<file path="src/rtl/hex_display_pkg.sv">
// Shared types and constants for the seven-segment scan controller: blank code,
// scan state enum and the active-low 0-F segment patterns (bit6=g .. bit0=a).
package hex_display_pkg;

   typedef enum logic {
      ST_ON  = 1'b0,
      ST_GAP = 1'b1
   } state_t;

   localparam logic [6:0] SEG_BLANK = 7'h7F;

   localparam logic [6:0] SEG_0 = 7'b1000000;
   localparam logic [6:0] SEG_1 = 7'b1111001;
   localparam logic [6:0] SEG_2 = 7'b0100100;
   localparam logic [6:0] SEG_3 = 7'b0110000;
   localparam logic [6:0] SEG_4 = 7'b0011001;
   localparam logic [6:0] SEG_5 = 7'b0010010;
   localparam logic [6:0] SEG_6 = 7'b0000010;
   localparam logic [6:0] SEG_7 = 7'b1111000;
   localparam logic [6:0] SEG_8 = 7'b0000000;
   localparam logic [6:0] SEG_9 = 7'b0010000;
   localparam logic [6:0] SEG_A = 7'b0001000;
   localparam logic [6:0] SEG_B = 7'b0000011;
   localparam logic [6:0] SEG_C = 7'b1000110;
   localparam logic [6:0] SEG_D = 7'b0100001;
   localparam logic [6:0] SEG_E = 7'b0000110;
   localparam logic [6:0] SEG_F = 7'b0001110;

   function automatic logic [6:0] seg_of(input logic [3:0] nib);
      case (nib)
         4'h0: seg_of = SEG_0;
         4'h1: seg_of = SEG_1;
         4'h2: seg_of = SEG_2;
         4'h3: seg_of = SEG_3;
         4'h4: seg_of = SEG_4;
         4'h5: seg_of = SEG_5;
         4'h6: seg_of = SEG_6;
         4'h7: seg_of = SEG_7;
         4'h8: seg_of = SEG_8;
         4'h9: seg_of = SEG_9;
         4'hA: seg_of = SEG_A;
         4'hB: seg_of = SEG_B;
         4'hC: seg_of = SEG_C;
         4'hD: seg_of = SEG_D;
         4'hE: seg_of = SEG_E;
         default: seg_of = SEG_F;
      endcase
   endfunction

endpackage

</file>
<file path="src/rtl/hex_display_scan_ctrl_hex7seg.sv">
// HEXto7Segment: combinational nibble to active-low seven-segment decoder
// (bit6=g .. bit0=a).
module HEXto7Segment (
   input  logic [3:0] i_hex,
   output logic [6:0] o_seg
);

   always_comb begin
      case (i_hex)
         4'h0: o_seg = 7'b1000000;
         4'h1: o_seg = 7'b1111001;
         4'h2: o_seg = 7'b0100100;
         4'h3: o_seg = 7'b0110000;
         4'h4: o_seg = 7'b0011001;
         4'h5: o_seg = 7'b0010010;
         4'h6: o_seg = 7'b0000010;
         4'h7: o_seg = 7'b1111000;
         4'h8: o_seg = 7'b0000000;
         4'h9: o_seg = 7'b0010000;
         4'hA: o_seg = 7'b0001000;
         4'hB: o_seg = 7'b0000011;
         4'hC: o_seg = 7'b1000110;
         4'hD: o_seg = 7'b0100001;
         4'hE: o_seg = 7'b0000110;
         default: o_seg = 7'b0001110;
      endcase
   end

endmodule

</file>
<file path="src/rtl/hex_display_scan_ctrl.sv">
// Time-multiplexed common-anode seven-segment scan controller with frame-synchronous
// value commit. Optional macro LEADING_ZERO_BLANK_EN auto-blanks leading zero digits.
module hex_display_scan_ctrl
   import hex_display_pkg::*;
#(
   parameter int NUM_DIGITS   = 4,
   parameter int REFRESH_DIV  = 50000,
   parameter int BLANK_CYCLES = 8
) (
   input  logic                      clk,
   input  logic                      rst,
   input  logic [4*NUM_DIGITS-1:0]   value_in,
   input  logic [NUM_DIGITS-1:0]     blank_mask,
   input  logic                      load,
   output logic [6:0]                seg_out,
   output logic [NUM_DIGITS-1:0]     digit_en,
   output logic [$clog2(NUM_DIGITS)-1:0] digit_idx,
   output logic                      frame_tick
);

   localparam int VW   = 4 * NUM_DIGITS;
   localparam int IW   = $clog2(NUM_DIGITS);
   localparam int MAXC = (REFRESH_DIV > BLANK_CYCLES) ? REFRESH_DIV : BLANK_CYCLES;
   localparam int CW   = $clog2(MAXC + 1);
   localparam logic [IW-1:0] LAST_IDX = IW'(NUM_DIGITS - 1);
   localparam logic [CW-1:0] ON_LAST  = CW'(REFRESH_DIV - 1);
   localparam logic [CW-1:0] GAP_LAST = CW'(BLANK_CYCLES - 1);

   state_t                r_state;
   logic [CW-1:0]         r_cnt;
   logic [IW-1:0]         r_idx;
   logic [VW-1:0]         r_sh_val;
   logic [NUM_DIGITS-1:0] r_sh_mask;
   logic [VW-1:0]         r_act_val;
   logic [NUM_DIGITS-1:0] r_act_mask;
   logic                  r_pend;
   logic                  r_tick;
   logic                  r_armed;
   logic [6:0]            r_seg;
   logic [NUM_DIGITS-1:0] r_en;

   state_t                w_state_nxt;
   logic [CW-1:0]         w_cnt_nxt;
   logic [IW-1:0]         w_idx_nxt;
   logic                  w_tick_nxt;
   logic [VW-1:0]         w_src_val;
   logic [NUM_DIGITS-1:0] w_src_mask;
   logic [VW-1:0]         w_act_val_nxt;
   logic [NUM_DIGITS-1:0] w_act_mask_nxt;
   logic [3:0]            w_nib;
   logic                  w_dark;
   logic [NUM_DIGITS-1:0] w_en_nxt;
   logic [6:0]            w_seg_dec;
   logic [6:0]            w_seg_nxt;

`ifdef LEADING_ZERO_BLANK_EN
   // Digit i goes dark when it and every digit above it are zero; digit 0 always shows.
   function automatic logic [NUM_DIGITS-1:0] lz_mask(input logic [VW-1:0]         v,
                                                     input logic [NUM_DIGITS-1:0] m);
      logic zero_above;
      lz_mask    = m;
      zero_above = 1'b1;
      for (int i = NUM_DIGITS - 1; i >= 1; i--) begin
         zero_above = zero_above & (v[4*i +: 4] == 4'h0);
         if (zero_above) lz_mask[i] = 1'b1;
      end
   endfunction
`endif

   always_comb begin
      w_state_nxt = r_state;
      w_cnt_nxt   = r_cnt + 1'b1;
      w_idx_nxt   = r_idx;
      case (r_state)
         ST_ON: begin
            if (r_cnt == ON_LAST) begin
               w_state_nxt = ST_GAP;
               w_cnt_nxt   = '0;
            end
         end
         default: begin
            if (r_cnt == GAP_LAST) begin
               w_state_nxt = ST_ON;
               w_cnt_nxt   = '0;
               w_idx_nxt   = (r_idx == LAST_IDX) ? '0 : r_idx + 1'b1;
            end
         end
      endcase
      // The gap straight after reset has nothing to commit, so it is not a frame boundary.
      w_tick_nxt = r_armed && (w_state_nxt == ST_GAP) && (w_cnt_nxt == GAP_LAST) &&
                   (w_idx_nxt == LAST_IDX);
   end

   // A load on the commit cycle bypasses the shadow so it shows in the very next frame.
   always_comb begin
      w_src_val      = r_sh_val;
      w_src_mask     = r_sh_mask;
      w_act_val_nxt  = r_act_val;
      w_act_mask_nxt = r_act_mask;
      if (load) begin
         w_src_val  = value_in;
         w_src_mask = blank_mask;
      end
      if (r_tick && (load || r_pend)) begin
         w_act_val_nxt = w_src_val;
`ifdef LEADING_ZERO_BLANK_EN
         w_act_mask_nxt = lz_mask(w_src_val, w_src_mask);
`else
         w_act_mask_nxt = w_src_mask;
`endif
      end
   end

   always_comb begin
      w_nib    = '0;
      w_dark   = 1'b0;
      w_en_nxt = '1;
      for (int i = 0; i < NUM_DIGITS; i++) begin
         if (w_idx_nxt == IW'(i)) begin
            w_nib  = w_act_val_nxt[4*i +: 4];
            w_dark = w_act_mask_nxt[i];
            if (w_state_nxt == ST_ON) w_en_nxt[i] = 1'b0;
         end
      end
   end

   HEXto7Segment u_hex7seg (
      .i_hex (w_nib),
      .o_seg (w_seg_dec)
   );

   assign w_seg_nxt = ((w_state_nxt == ST_ON) && !w_dark) ? w_seg_dec : SEG_BLANK;

   always_ff @(posedge clk) begin
      if (rst) begin
         r_state    <= ST_GAP;
         r_cnt      <= '0;
         r_idx      <= LAST_IDX;
         r_sh_val   <= '0;
         r_sh_mask  <= '0;
         r_act_val  <= '0;
         r_act_mask <= '0;
         r_pend     <= 1'b0;
         r_tick     <= 1'b0;
         r_armed    <= 1'b0;
         r_seg      <= SEG_BLANK;
         r_en       <= '1;
      end else begin
         r_state    <= w_state_nxt;
         r_cnt      <= w_cnt_nxt;
         r_idx      <= w_idx_nxt;
         r_act_val  <= w_act_val_nxt;
         r_act_mask <= w_act_mask_nxt;
         r_tick     <= w_tick_nxt;
         r_armed    <= r_armed | (w_state_nxt == ST_ON);
         r_seg      <= w_seg_nxt;
         r_en       <= w_en_nxt;
         if (load) begin
            r_sh_val  <= value_in;
            r_sh_mask <= blank_mask;
         end
         if (r_tick)    r_pend <= 1'b0;
         else if (load) r_pend <= 1'b1;
      end
   end

   assign seg_out    = r_seg;
   assign digit_en   = r_en;
   assign digit_idx  = r_idx;
   assign frame_tick = r_tick;

endmodule

</file>
<file path="config.mk">
export PLATFORM = sky130hd
export DESIGN_NAME = hex_display_scan_ctrl
export DESIGN_NICKNAME = d
export VERILOG_FILES = /design/src/rtl/hex_display_pkg.sv /design/src/rtl/hex_display_scan_ctrl_hex7seg.sv /design/src/rtl/hex_display_scan_ctrl.sv
export SDC_FILE = /design/constraint.sdc
export NUM_CORES = 1
export LEC_CHECK = 0
export CORE_ASPECT_RATIO = 0.5
export CORE_UTILIZATION = 45
export DETAILED_ROUTE_END_ITERATION = 10
export GPL_ROUTABILITY_DRIVEN = 1
export GPL_TIMING_DRIVEN = 0
export PLACE_DENSITY = 0.66
export SLEW_MARGIN = 20
export SYNTH_ARGS = -nofsm -noshare
export SYNTH_HDL_FRONTEND = slang
export SYNTH_SLANG_ARGS = --single-unit
</file>
<file path="constraint.sdc">
create_clock -name clk -period 8.7 [get_ports clk]
set_input_delay 1.74 -clock clk [delete_from_list [all_inputs] [get_ports clk]]
set_output_delay 1.74 -clock clk [all_outputs]
set_load 0.005 [all_outputs]
</file>
==> flow_summary.ini, run 1 <==
[route]
drc = 0
dr.pass1.iters = 4
vias = 2865
wirelength_um = 7660
final_antenna_net_count = 0
vias_per_cell = 5.31
wl_per_cell_um = 14.2
drt_iter0_drc = 128

[critical_path]
r2r_end = seg_out[0]
rr_worst_depth = 12
reg2reg_slack_ns = 5.38
crit_path_frequent_cell = buf_2
worstPathCellList = buf_2 -> o21ai_2 -> buf_2 -> clkbuf_1 -> o21ai_0 -> o221ai_1 -> a22o_2 -> inv_1 -> ha_1 -> nand2b_1 -> o22ai_1 -> o21ai_1
worstPathMaxFanout = 10
critPathKind = in -> reg
crit_start = load
end_kind = flip-flop
cp-start-kind = primary input
critPathSlowestCell = clkbuf_1
worst_ep_arrival_time_ns = 4.34
endpoint = seg_out[0]
required_ns = 8.91
critPathMaxStageDelay_ns = 0.35
r2r_start = r_cnt[0]

[timing]
fin_crit_sh = 0.475
setup_tns_ns = 0
maxSlewViolCount = 0
finalHoldViolCount = 0
fmax_ghz = 0.242
tightest_slew_ns = 0.664
slew_headroom = 0.545
whs_ns = 0.462
finalSetupViolCount = 0
period_minus_slack_ns = 4.13
grt_setup_unrepaired = false
finClkSkew_ns = 0.00316

[clock_tree]
cts.repair.resized = 0
numCtsBuffers = 9
cts_hold_buf = 0
cts_tree = yes
clk_latency_ns = 0.33
cts_setup_buffers = 0
h-tree-depth = 3
cts.sinks = 73
cts_max_path_buffers = 2
clock-root-buffer = clkbuf_16
cts.clk_slew.worst_paths_ns = 0.06

[flow_run]
drv_cap = 0

[worst_hold_path]
holdPathStages = 1
hold_path.class = reg -> reg

[yosys]
yosys_warnings = 0
netlist_top_cells_area = dfxtp_1 42%, nor2_1 8.0%, mux2i_1 7.7%
synth_largest_area_cell = dfxtp_1
synth.net_count = 424
synth_cell_type_count = 59
synth-seq-area-share = 0.416
synthArstFlopShare = 0
yosysMostFrequentCell = nor2_1
synth_flop_cell = dfxtp_1
avgSynthCellArea_sq_um = 8.95
synthCells = 393
netlist.area_leader.share = 0.416
synth_edf_count = 0
netlist_area_sq_um = 3520
ys_top_cells_by_count = 75 x nor2_1, 73 x dfxtp_1, 27 x mux2i_1
ys_ff_latch = 73

[placed_design]
placed_cell_area_sq_um = 3990
port_buffers = 35
dp.cells = 524
place_congestion = 0.880
dpl.hpwl_um = 5830

[floorplan]
io_pins = 37
die_h_um = 64.5
start_util = 0.473
core-area_sq_um = 7430
row_count = 22
dieWidth_um = 127
die_area_sq_um = 8200

[grt]
grt_usage = 0.212
grt-ovfl-total = 0
grt_pass1_wl_um = 13400
antenna_found_initial = 0
grt_max_degree = 13
grt_pass1_vias = 2900

[finish]
diodes = 0
utilization = 0.584
drive_gt1_frac = 0.131
syn_to_final_growth_pct = 23.5
fin_nets = 470
fin_cells = 540
final_area_sq_um = 4340

[power]
ir_drop_v = 0.0000980
powerDensity_nw_per_um2 = 189
leakage_nw = 1.76

[status]
status = finished clean
==> routing by layer <==
metal	up-vias	GRT usage	wire [um]
li1	1438	-	-
met1	1359	0.266	3590
met2	60	0.341	3500
met3	8	0.0710	486
met4	0	0.0789	81
met5	-	0	0
==> power breakdown <==
group          leakage, nW  internal (W)  switching (W)
clock network        0.173      0.000296       0.000133
logic                0.989     0.0000223      0.0000226
registers            0.594      0.000342     0.00000313
==> registers in the layout (all words and copies together), names as in the netlist <==
| register | cells |
|---|---|
| digit_en | 4 |
| digit_idx | 2 |
| frame_tick | 1 |
| r_act_mask | 4 |
| r_act_val | 16 |
| r_armed | 1 |
| r_cnt | 16 |
| r_pend | 1 |
| r_sh_mask | 4 |
| r_sh_val | 16 |
| r_state | 1 |
| seg_out | 7 |
==> layout make-up <==
type / instances / area (sq um)
tap: 96 / 120
timing repair buffer: 35 / 350
clock inverter: 4 / 98.8
clock buffer: 12 / 256
buffer: 29 / 156
multi-input combinational: 279 / 1850
sequential: 73 / 1460
inverter: 12 / 45.0
fill: 643 / 3090
==> cell usage in the layout (no fill, tap or decap), drive strengths merged, types with 5 or more instances in the layout <==
cell type      netlist  final
o211ai               8      8
clkbuf              12     24
nor2b                9      9
mux2i               27     27
o221ai               7      7
nor3                 9      9
nand2b               6      6
nand4                5      5
dfxtp               73     73
clkdlybuf4s50        0     35
a21oi               17     17
nor4                 6      6
xnor2               15     15
buf                 16     16
o21ai               12     12
nor2                75     75
nand3                9      9
inv                 12     12
mux2                 7      7
ha                   8      8
nand2               22     22
==> cells by family after synthesis <==
logic type	Yosys count	share of synthesized area
XOR/XNOR	19	0.0473
AND/OR/NAND/NOR	161	0.231
AO/OA/AOI/OAI	57	0.122
multiplexers	34	0.0993
flip-flops	73	0.416
buffers and inverters	41	0.0573
adder cells (fa/ha/maj)	8	0.0285
==> critical path, delay by kind of cell <==
kind	cells	cell delay, ns
adder cells (fa/ha/maj)	1	0.26
AO/OA/AOI/OAI	6	1.30
AND/OR/NAND/NOR	1	0.15
buffers and inverters	4	0.89
==> how the worst min path moves through the flow <==
stage / endpoint / from
final: r_cnt[0] / r_cnt[0]
after global routing: r_cnt[0] / r_cnt[0]
after CTS: r_cnt[0] / r_cnt[0]
after detailed placement: r_cnt[0] / r_cnt[0]
after global placement: r_cnt[0] / r_cnt[0]
after floorplan: r_cnt[0] / r_cnt[0]
==> through the flow <==
step	setup slack [ns]	power [W]
floorplan	4.70	0.000378
global placement	4.33	0.000395
detailed placement	4.25	0.000397
CTS	4.60	0.000830
global route	4.31	0.000852
finish	4.57	0.000820
Power figures use the tool's default switching activity.
==> inputs of run 2 (changes only) <==
- PLACE_DENSITY: 0.66 -> 0.68
- clock period: 8.7 -> 3.7 ns (I/O delays scaled with it)
==> run 2 against run 1 <==
Net effect: clock power grew 99%; critical path depth unchanged; first-iteration DRC count decreased by 3.1%; critical path type is now reg -> reg.
==> flow_summary.ini, run 2 (synthesized netlist as in run 1, its figures left out) <==
[status]
status = finished clean

[route]
dr.pass1.iters = 4
drc = 0
final_antenna_net_count = 0
drt_iter0_drc = 124
vias = 2791
wl_per_cell_um = 13.9
vias_per_cell = 5.18
wirelength_um = 7520

[clock_tree]
cts_tree = yes
clock-root-buffer = clkbuf_16
cts.sinks = 73
h-tree-depth = 3
clk_latency_ns = 0.33
cts.repair.resized = 0
cts_setup_buffers = 0
cts_hold_buf = 0
numCtsBuffers = 9
cts.clk_slew.worst_paths_ns = 0.06
cts_max_path_buffers = 2

[critical_path]
end_kind = flip-flop
required_ns = 3.91
worstPathMaxFanout = 7
critPathMaxStageDelay_ns = 0.56
critPathKind = reg -> reg
cp-start-kind = flip-flop
worst_ep_arrival_time_ns = 3.41
worstPathCellList = clkbuf_1 -> nor4_2 -> and4_1 -> buf_4 -> mux2i_1 -> inv_1 -> o32ai_4 -> inv_2 -> ha_1 -> nand2b_1 -> o22ai_1 -> o21ai_1
critPathSlowestCell = mux2i_1

[worst_hold_path]
hold_path.class = reg -> reg

[floorplan]
die_area_sq_um = 8200
row_count = 22
io_pins = 37
core-area_sq_um = 7430
start_util = 0.473
die_h_um = 64.5
dieWidth_um = 127

[grt]
grt_max_degree = 13
use_met3 = 0.0553
grt-ovfl-total = 0
grt_usage = 0.204
antenna_found_initial = 0
grt_busiest_layer = met2
grt_pass1_vias = 2645
grt_pass1_wl_um = 12800
use_met2 = 0.312
grt.met1_usage = 0.275

[timing]
finalHoldViolCount = 0
period_minus_slack_ns = 3.20
fmax_ghz = 0.312
finalWorstSetupSlack_ns = 0.500
tightest_slew_ns = 0.622
setup_tns_ns = 0
finClkSkew_ns = 0.00627
finalSetupViolCount = 0
slew_headroom = 0.573
maxSlewViolCount = 0
grt_setup_unrepaired = false
fin_crit_sh = 0.865

[finish]
final_cell_mix = 75 x nor2_1, 73 x dfxtp_1, 35 x clkdlybuf4s50_1, 27 x mux2i_1, 22 x nand2_1
reg_top3 = r_act_val x16, r_cnt x16, r_sh_val x16
fin_nets = 470
layout_commonest_cell = nor2_1
syn_to_final_growth_pct = 21.8
drive_gt1_frac = 0.131
final_area_sq_um = 4280
diodes = 0
utilization = 0.576

[placed_design]
dpl.hpwl_um = 5410
placed_cell_area_sq_um = 3990
port_buffers = 35
pre_cts_ws_ns = 0.271
place_congestion = 0.867

[power]
leakage_nw = 1.73
ir_drop_v = 0.000224
powerDensity_nw_per_um2 = 414
power_w = 0.00177

[flow_run]
drv_cap = 0
[run 2: cell type report]
type                       instances  area (sq um)
clock buffer                      10           239
fill                             664          3150
inverter                          12          45.0
tap                               96           120
buffer                            29           156
timing repair buffer              35           350
clock inverter                     5          56.3
sequential                        73          1460
multi-input combinational        279          1850
[run 2: critical path, delay by kind of cell, from the launching register on]
family	cells	cell delay (ns)
compound gates	3	0.50
fa+ha+maj	1	0.23
buf+inv	4	0.61
flops	1	0.29
mux	1	0.56
simple gates	3	0.88
[run 2: metrics by stage]
stage	hold WS [ns]	std cells
after global routing	0.486	539
after detailed placement	0.449	524
after floorplan	0.421	393
after global placement	0.435	524
final	0.461	539
after CTS	0.463	539
[run 2: path summary, 6_finish.rpt]
| check | startpoint | end | slack [ns] | cells past startpoint |
|---|---|---|---|---|
| worst max-delay path | r_cnt[11] | seg_out[0] | 0.50 | 12 |
| worst min-delay path | r_armed | r_armed | 0.46 | 2 |
| worst max register to register | r_cnt[11] | seg_out[0] | 0.50 | 12 |
| worst min register to register | r_armed | r_armed | 0.46 | 2 |
[run 2: layer usage]
layer,share of wire,up-vias
met4,0.0098,0
met3,0.045,6
met1,0.51,1303
li1,-,1434
met2,0.43,48
met5,0,-
[run 2: report_power, final]
part / leakage (nW) / total [W] / internal [W] / switching (W)
clock network: 0.144 / 0.000857 / 0.000534 / 0.000322
registers: 0.594 / 0.000811 / 0.000804 / 0.00000683
logic: 0.989 / 0.000104 / 0.0000524 / 0.0000513
total: 1.73 / 0.00177 / 0.00139 / 0.000380
